`config.mk`:
```
export PLATFORM = sky130hd
export DESIGN_NAME = pipeline_hazard_ctrl
export DESIGN_NICKNAME = d
export VERILOG_FILES = /design/src/rtl/pipeline_hazard_ctrl.sv
export SDC_FILE = /design/constraint.sdc
export NUM_CORES = 1
export LEC_CHECK = 0
export CELL_PAD_IN_SITES_DETAIL_PLACEMENT = 1
export CELL_PAD_IN_SITES_GLOBAL_PLACEMENT = 2
export CORE_UTILIZATION = 24
export CTS_BUF_LIST = sky130_fd_sc_hd__clkbuf_4
export CTS_CLUSTER_DIAMETER = 120
export CTS_CLUSTER_SIZE = 20
export DETAILED_ROUTE_END_ITERATION = 8
export PLACE_DENSITY_LB_ADDON = 0.1
export SLEW_MARGIN = 0
export SYNTH_ARGS = -nofsm -noshare
export SYNTH_HDL_FRONTEND = slang
export SYNTH_SLANG_ARGS = --single-unit
```
`constraint.sdc`:
```
create_clock -name CLK -period 2.2 [get_ports CLK]
set_input_delay 0.33 -clock CLK [delete_from_list [all_inputs] [get_ports CLK]]
set_output_delay 0.33 -clock CLK [all_outputs]
set_load 0.01 [all_outputs]
```
`src/rtl/pipeline_hazard_ctrl.sv`:
```
// ---------------------------------------------------------------------------
// pipeline_hazard_ctrl
//   Central stall/flush controller for the 5-stage pipeline. It combines the
//   decode/execute register fields, the cache ready strobes, EX branch
//   resolution and the MEM_WB halt bit. From these it produces the
//   enable/stall/flush controls for PC, IF_ID, ID_EX, EX_MEM and MEM_WB.
//   A small FSM (RUN / DWAIT / HALT) tracks data-memory waits and the halt
//   condition. A sticky timeout error is raised when a data-memory wait
//   lasts too long.
//
// Configuration macro:
//   HAZARD_PERF_CNT_EN  adds the saturating perf counters stall_cycles and
//                       flush_count (PERF_W bits each).
//
// Ports:
//   CLK, RST            clock (rising edge), asynchronous active-high reset
//   ifid_rs, ifid_rt    source registers of the instruction in IF_ID
//   idex_rt             load destination of the instruction in ID_EX
//   idex_memread        ID_EX instruction is a load
//   exmem_req           EX_MEM issues a data-memory request
//   dhit, ihit          data / instruction cache ready
//   ex_mispredict       EX resolved a branch against its prediction
//   wb_halt             halt bit at the MEM_WB output
//   pc_en, ifid_en, ifid_flush, idex_en, idex_stall, idex_flush,
//   exmem_en, memwb_en  pipeline register controls (combinational)
//   halt                registered, sticky CPU halt
//   err_timeout         registered, sticky data-wait timeout
//   stall_cycles, flush_count   perf counters (HAZARD_PERF_CNT_EN only)
// ---------------------------------------------------------------------------
module pipeline_hazard_ctrl #(
  parameter int REG_W     = 5,
  parameter int DWAIT_MAX = 64,
  parameter int PERF_W    = 32
) (
  input  logic             CLK,
  input  logic             RST,
  input  logic [REG_W-1:0] ifid_rs,
  input  logic [REG_W-1:0] ifid_rt,
  input  logic [REG_W-1:0] idex_rt,
  input  logic             idex_memread,
  input  logic             exmem_req,
  input  logic             dhit,
  input  logic             ihit,
  input  logic             ex_mispredict,
  input  logic             wb_halt,
  output logic             pc_en,
  output logic             ifid_en,
  output logic             ifid_flush,
  output logic             idex_en,
  output logic             idex_stall,
  output logic             idex_flush,
  output logic             exmem_en,
  output logic             memwb_en,
  output logic             halt,
`ifdef HAZARD_PERF_CNT_EN
  output logic [PERF_W-1:0] stall_cycles,
  output logic [PERF_W-1:0] flush_count,
`endif
  output logic             err_timeout
);

  localparam int CNT_W = $clog2(DWAIT_MAX + 1);
  localparam logic [CNT_W-1:0] CNT_MAX = CNT_W'(DWAIT_MAX);
  localparam logic [CNT_W-1:0] CNT_ERR = CNT_W'(DWAIT_MAX - 1);

  typedef enum logic [1:0] {
    ST_RUN   = 2'd0,
    ST_DWAIT = 2'd1,
    ST_HALT  = 2'd2
  } state_t;

  state_t           state;
  logic [CNT_W-1:0] dwait_cnt;
  logic [CNT_W-1:0] dwait_cnt_inc;
  logic             freeze;
  logic             load_use;
  logic             rule_mispredict;

  assign freeze   = exmem_req & ~dhit;
  assign load_use = idex_memread & (idex_rt != '0) &
                    ((idex_rt == ifid_rs) | (idex_rt == ifid_rt));

  // Saturating increment of the wait counter.
  assign dwait_cnt_inc = (dwait_cnt == CNT_MAX) ? dwait_cnt : dwait_cnt + 1'b1;

  // ---- control FSM: state, halt, wait counter, timeout ----
  always_ff @(posedge CLK or posedge RST) begin
    if (RST) begin
      state       <= ST_RUN;
      halt        <= 1'b0;
      err_timeout <= 1'b0;
      dwait_cnt   <= '0;
    end else begin
      case (state)
        ST_RUN: begin
          // A halt arriving together with a freeze wins.
          if (wb_halt) begin
            state <= ST_HALT;
            halt  <= 1'b1;
          end else if (freeze) begin
            state <= ST_DWAIT;
          end
        end
        ST_DWAIT: begin
          if (dhit && !wb_halt) begin
            state     <= ST_RUN;
            dwait_cnt <= '0;
          end else begin
            dwait_cnt <= dwait_cnt_inc;
            if (dwait_cnt_inc >= CNT_ERR) err_timeout <= 1'b1;
            if (wb_halt) begin
              state <= ST_HALT;
              halt  <= 1'b1;
            end
          end
        end
        ST_HALT: begin
          // Only reset leaves HALT.
          state <= ST_HALT;
        end
        default: state <= ST_RUN;
      endcase
    end
  end

  // ---- combinational hazard response, first matching rule wins ----
  always_comb begin
    pc_en           = 1'b0;
    ifid_en         = 1'b0;
    ifid_flush      = 1'b0;
    idex_en         = 1'b0;
    idex_stall      = 1'b0;
    idex_flush      = 1'b0;
    exmem_en        = 1'b0;
    memwb_en        = 1'b0;
    rule_mispredict = 1'b0;
    if (RST || state == ST_HALT || freeze) begin
      // Whole pipe holds; a pending mispredict is serviced once dhit arrives.
    end else if (ex_mispredict) begin
      rule_mispredict = 1'b1;
      pc_en           = 1'b1;
      ifid_flush      = 1'b1;
      idex_flush      = 1'b1;
      exmem_en        = 1'b1;
      memwb_en        = 1'b1;
    end else if (load_use) begin
      // One bubble: the bubble clears idex_memread so this cannot repeat.
      idex_en    = 1'b1;
      idex_stall = 1'b1;
      exmem_en   = 1'b1;
      memwb_en   = 1'b1;
    end else if (!ihit) begin
      ifid_flush = 1'b1;
      idex_en    = 1'b1;
      exmem_en   = 1'b1;
      memwb_en   = 1'b1;
    end else begin
      pc_en    = 1'b1;
      ifid_en  = 1'b1;
      idex_en  = 1'b1;
      exmem_en = 1'b1;
      memwb_en = 1'b1;
    end
  end

`ifdef HAZARD_PERF_CNT_EN
  localparam logic [PERF_W-1:0] PERF_MAX = '1;

  always_ff @(posedge CLK or posedge RST) begin
    if (RST) begin
      stall_cycles <= '0;
      flush_count  <= '0;
    end else begin
      if (state != ST_HALT && !pc_en && stall_cycles != PERF_MAX)
        stall_cycles <= stall_cycles + 1'b1;
      if (rule_mispredict && flush_count != PERF_MAX)
        flush_count <= flush_count + 1'b1;
    end
  end
`endif

endmodule

```
==> results of run 1 <==
report_power, final:
group,switching [W],internal [W],total (W)
Sequential,0.0000473,0.000237,0.000284
Combinational,0.000157,0.000159,0.000316
Clock,0.0000743,0.0000826,0.000157
Total,0.000279,0.000478,0.000757
metrics by stage:
step / total power (W) / instance area, µm²
global route: 0.0008111 / 1319
global placement: 0.0005795 / 1244
finish: 0.0007567 / 1319
floorplan: 0.0004472 / 830.8
CTS: 0.0007480 / 1272
detailed placement: 0.0005881 / 1244
cells in the final DEF (no fill, tap or decap), drive strengths merged:
cell type | netlist | layout
o31ai | 1 | 1
o21ai | 8 | 8
or4 | 1 | 1
o211ai | 1 | 1
xor2 | 11 | 11
nand3 | 2 | 2
clkdlybuf4s50 | 0 | 23
a22oi | 1 | 1
ha | 3 | 3
a211oi | 1 | 1
clkbuf | 0 | 4
nor2b | 1 | 1
o221ai | 1 | 1
dlymetal6s2s | 0 | 1
o22ai | 1 | 1
nand2b | 4 | 4
o41ai | 1 | 1
or4b | 1 | 1
nor4 | 1 | 1
buf | 1 | 11
dfrtp | 11 | 11
and2b | 1 | 1
a21oi | 7 | 7
xnor2 | 2 | 2
and2 | 1 | 1
inv | 9 | 9
and3 | 2 | 2
dlygate4sd2 | 0 | 4
nand2 | 14 | 14
or2 | 1 | 1
nor2 | 10 | 10
nor3 | 6 | 6
routing by layer:
layer	share of wire, %	wire length, µm	track usage, %
met1	41	965	14.91
met3	6.0	141	3.412
met4	1.6	38	5.844
met5	0	0	0
met2	51	1188	24.96
critical path, stage by stage:
cell and delay (ps):
clkdlybuf4s50_1 420, xor2_1 150, nor3_1 230, a22oi_2 100
or2_4 240, and3_1 190, buf_2 140
cell type report:
type | count | area (µm²)
Multi-Input combinational cell | 83 | 574.3
Clock buffer | 4 | 30.03
Fill cell | 423 | 1859
Timing Repair Buffer | 39 | 350.3
Tap cell | 44 | 55.05
Inverter | 9 | 33.78
Sequential cell | 11 | 275.3
flip-flops by register name, indices dropped and copies added, names as in the netlist:
register and cells:
halt 1, err_timeout 1, state 2, dwait_cnt 7
cells by family after synthesis:
group / after synthesis / synth area share (%)
flops: 11 / 33.13
simple gates: 45 / 27.56
buf+inv: 10 / 4.970
xor+xnor: 13 / 13.70
compound gates: 22 / 16.11
fa+ha+maj: 3 / 4.519
repair_timing:
item	4_1_cts	5_1_grt
hold buffers	0	0
buffers inserted	0	1
endpoints found under the hold margin	0	0
pin swaps	3	8
cloned	0	0
setup endpoints to repair	8	8
resized for setup	24	9
worst max-delay path by stage:
stage / end / cells after the start / slack (ps) / from
2_1_floorplan: ifid_flush / 4 / 480 / idex_rt[1]
3_3_place_gp: ifid_flush / 6 / -490 / idex_rt[2]
3_5_place_dp: idex_stall / 7 / -510 / idex_rt[3]
4_1_cts: ifid_en / 6 / -80 / idex_rt[1]
5_1_grt: ifid_en / 7 / -5 / ifid_rs[2]
6_report: ifid_en / 7 / 70 / ifid_rs[2]
==> impl_metrics.ini, run 1 <==
[outcome]
status = finished clean

[logic_synthesis]
synthTopCellsByCount = 14 x nand2_1, 11 x dfrtp_1, 11 x xor2_1
yosysSeqAreaShare_pct = 33.13
syn_area_um2 = 830.8
syn_area_per_cell_um2 = 7.988
yosys_register_bits = 11
synth_edf_count = 0
syn_inst = 104
yosysTopAreaCell = dfrtp_1
ys_warn_count = 0
synth_flop_cell = dfrtp_1
ys_async_sr_fraction_pct = 100.0
yosysMostFrequentCell = nand2_1
yosysUniqueCellTypes = 30
yosys-top-cells-area = dfrtp_1 33%, xor2_1 12%, nand2_1 6.3%
synth_top_cell_area_share_pct = 33.13
syn_nets = 130

[sta]
finalMaxSlewViolations = 0
relSlewSlack_pct = 81.55
setup_slack_ps = 73.34
period_share_pct = 96.67
timing.fmax_ghz = 0.4702
fin_crit_ps = 2127
hold_ws_ps = 454.5
fin_worst_skew_ps = 8.325
worst_pin_slew_ps = 273.2
setup_viol = 0
finalHoldViolations = 0
tns_ps = 0

[global_routing]
grt_overflow = 0
grt_max_degree = 12
antenna_found_initial = 0
grt_util_all_layers_pct = 13.66
first_global_vias = 876
grt_pass1_wl_mm = 3.732

[detailed_routing]
drt_iter0_drc = 16
wl_per_cell_um = 12.28
ant_nets = 0
wl_mm = 2.334
vias = 878
firstDrtPassIters = 4
drc = 0
routed_via_density = 4.621

[min_path]
worstHoldEndpoint = state[0]$_DFFE_PP0P_
hold_class = reg -> reg
hold_depth = 1
hp-start = state[1]$_DFFE_PP0P_

[floorplan]
io_pins = 33
die_y_um = 60.84
num_rows = 20
start_util_pct = 26.14
coreArea_mm2 = 0.003178
die-area_mm2 = 0.003701
dieWidth_um = 60.84

[clock_network]
clk_pin_slew_ps = 70
cts_tree = done
htree_num_levels = 1
clock_latency_ps = 280
cts_buffer_depth = 2
numCtsBuffers = 3
cts-root-buf = clkbuf_4
clock_sinks = 11

[worst_setup_path]
cp.required_ps = 1870
r2r-start = dwait_cnt[3]$_DFFE_PP0P_
cp.arrival_ps = 1800
reg2reg_to = err_timeout$_DFFE_PP0P_
ff2ff_path_depth = 5
r2r_slack_ps = 480
end_kind = output port
start_kind = input port
crit_type = in -> out
crit_fanout = 2

[final_layout]
drive_gt1_share_pct = 18.49
fin_cells = 190
final_util_pct = 41.50
nets = 173
area_growth_pct = 58.73
n_antenna_cell = 0

[power]
p_per_area_mw_per_mm2 = 573.8
peakVddDrop_mv = 0.1804
p_leak_nw = 0.5669

[placement]
hpwl_mm = 1.885
port_buffers = 32
placed_cells = 185
gp_congestion = 0.7162
dp_slack_ps = -510.7

[run]
max-cap-violations = 0
(Power assumes the default switching activity.)
==> run 2, diff against run 1 <==
- PLACE_DENSITY: not set -> 0.86
- PLACE_DENSITY_LB_ADDON: 0.1 -> not set
==> impl_metrics.ini, run 2 (synthesized netlist as in run 1, its figures left out) <==
[worst_setup_path]
path_cells = clkdlybuf4s50_1 > o221ai_4 > nor2_1 > buf_4 > clkdlybuf4s50_1
ff2ff_path_depth = 5
r2r_slack_ps = 480
max_stage_delay_ps = 530
cp_num_cells = 5
cp.arrival_ps = 1810
startpoint = dhit
reg2reg_to = err_timeout$_DFFE_PP0P_
cp.buffers_inverters = 3
crit_type = in -> out
r2r-start = dwait_cnt[3]$_DFFE_PP0P_
end_kind = output port
start_kind = input port
path_common_cell = clkdlybuf4s50_1
cp.required_ps = 1870
cp_slowest_cell = clkdlybuf4s50_1
crit_fanout = 6
path_delay_family = buffers and inverters
cp-endpoint = idex_en

[clock_network]
cts_tree = done
cts_buffer_depth = 2
clock_sinks = 11
cts_setup_buffers = 0
cts_hold_buffers = 0
cts-root-buf = clkbuf_4
clock_latency_ps = 280
htree_num_levels = 1
clk_pin_slew_ps = 80
numCtsBuffers = 3

[detailed_routing]
drt_iter0_drc = 13
wl_per_cell_um = 12.22
vias = 867
ant_nets = 0
routed_via_density = 4.587
drc = 0
wl_mm = 2.309
firstDrtPassIters = 3

[power]
p_sw_w = 0.0002774
clkPwrFrac_pct = 19.8
p_int_w = 0.0004554
p_leak_nw = 0.5560
switching_share_pct = 37.85
p_per_area_mw_per_mm2 = 569.7
comb_power_share_pct = 41.4
total_power_w = 0.0007327
peakVddDrop_mv = 0.2287
p_seq_share_pct = 38.8

[sta]
finalHoldViolations = 0
worst_pin_slew_ps = 289.7
relSlewSlack_pct = 80.43
setup_viol = 0
fin_crit_ps = 2137
hold_ws_ps = 446.4
finalMaxSlewViolations = 0
fin_worst_skew_ps = 6.353
tns_ps = 0
period_share_pct = 97.14
rsz0062_at_grt = true
timing.fmax_ghz = 0.4679

[floorplan]
die-area_mm2 = 0.003701
coreArea_mm2 = 0.003178
start_util_pct = 26.14
io_pins = 33
die_y_um = 60.84
dieWidth_um = 60.84
num_rows = 20

[final_layout]
largest_registers = dwait_cnt (7), state (2)
largest_reg_flops = 7
fillers = 414
area_growth_pct = 54.82
n_antenna_cell = 0
final_common_cell = clkdlybuf4s50_1
drive_gt1_share_pct = 16.55
nets = 172
regMostFlops = dwait_cnt
fin_cells = 189
final_cell_mix = 23 x clkdlybuf4s50_1, 14 x nand2_1, 11 x xor2_1, 11 x dfrtp_1, 9 x nor2_1

[placement]
hpwl_mm = 1.975
placed_cells = 185
port_buffers = 32
gp_congestion = 0.7426

[global_routing]
grt_max_degree = 12
antenna_found_initial = 0
grt_pass1_wl_mm = 3.946
grt_overflow = 0
grt_util_all_layers_pct = 14.63
first_global_vias = 894

[outcome]
status = finished clean

[min_path]
hold_class = in -> async

[run]
max-cap-violations = 0
run 2: cell types whose count changed in the layout (fill, tap and decap cells not counted), sizes merged:
cell | before | now
clkbuf | 4 | 3
buf | 11 | 10
clkinv | 0 | 1
run 2: worst min-delay path by stage:
stage,from,to,slack (ps),cells past startpoint
after floorplan,RST,dwait_cnt[0]$_DFFE_PP0P_,190,1
after global placement,halt$_DFFE_PP0P_,halt$_DFFE_PP0P_,450,1
after detailed placement,state[1]$_DFFE_PP0P_,state[0]$_DFFE_PP0P_,450,1
after CTS,RST,halt$_DFFE_PP0P_,390,3
after global routing,RST,halt$_DFFE_PP0P_,470,3
final,RST,state[0]$_DFFE_PP0P_,450,3
run 2: power by group through the flow:
stage	Combinational [W]	Sequential, W	Clock (W)
global route	0.000341	0.000296	0.000160
CTS	0.000300	0.000284	0.000153
detailed placement	0.000299	0.000288	0
finish	0.000303	0.000285	0.000145
global placement	0.000289	0.000283	0
floorplan	0.000172	0.000275	0
run 2: per-stage QoR:
step	utilization, %	area [µm²]	worst slack [ps]
floorplan	-	830.8	475.9
global placement	39.13	1244	-469.5
detailed placement	39.13	1244	-519.7
CTS	40.04	1272	14.55
global route	40.47	1286	-13.13
finish	40.47	1286	62.85
run 2: per-layer routing:
layer | wire length [µm] | track usage, %
met5 | 0 | 0
met4 | 29 | 4.870
met3 | 213 | 5.970
met2 | 1150 | 27.00
met1 | 916 | 14.91
run 2: area by class of cell:
cell class	instances	area [µm²]	area share (%)
multi-input combinational	83	551.8	42.90
timing repair buffer	38	342.8	26.65
sequential	11	275.3	21.40
tap	44	55.05	4.280
inverter	9	33.78	2.626
clock buffer	3	22.52	1.751
clock inverter	1	5.005	0.3891
run 2: worst register-to-register path: stages (launching register included):
cell and delay [ps]:
dfrtp_1 450, or4b_4 570, nor2_4 130, xnor2_1 120, a21oi_1 90, o41ai_1 260
run 2: repair_timing:
| action | in CTS | in global routing |
|---|---|---|
| gates resized for setup | 28 | 3 |
| pin swaps | 5 | 2 |
| endpoints found under the setup margin | 6 | 3 |
==> run 3, diff against run 2 <==
- HOLD_SLACK_MARGIN: not set -> 0.12
==> results of run 3 <==
The final DEF is identical to that of run 2; final timing and power are the same.
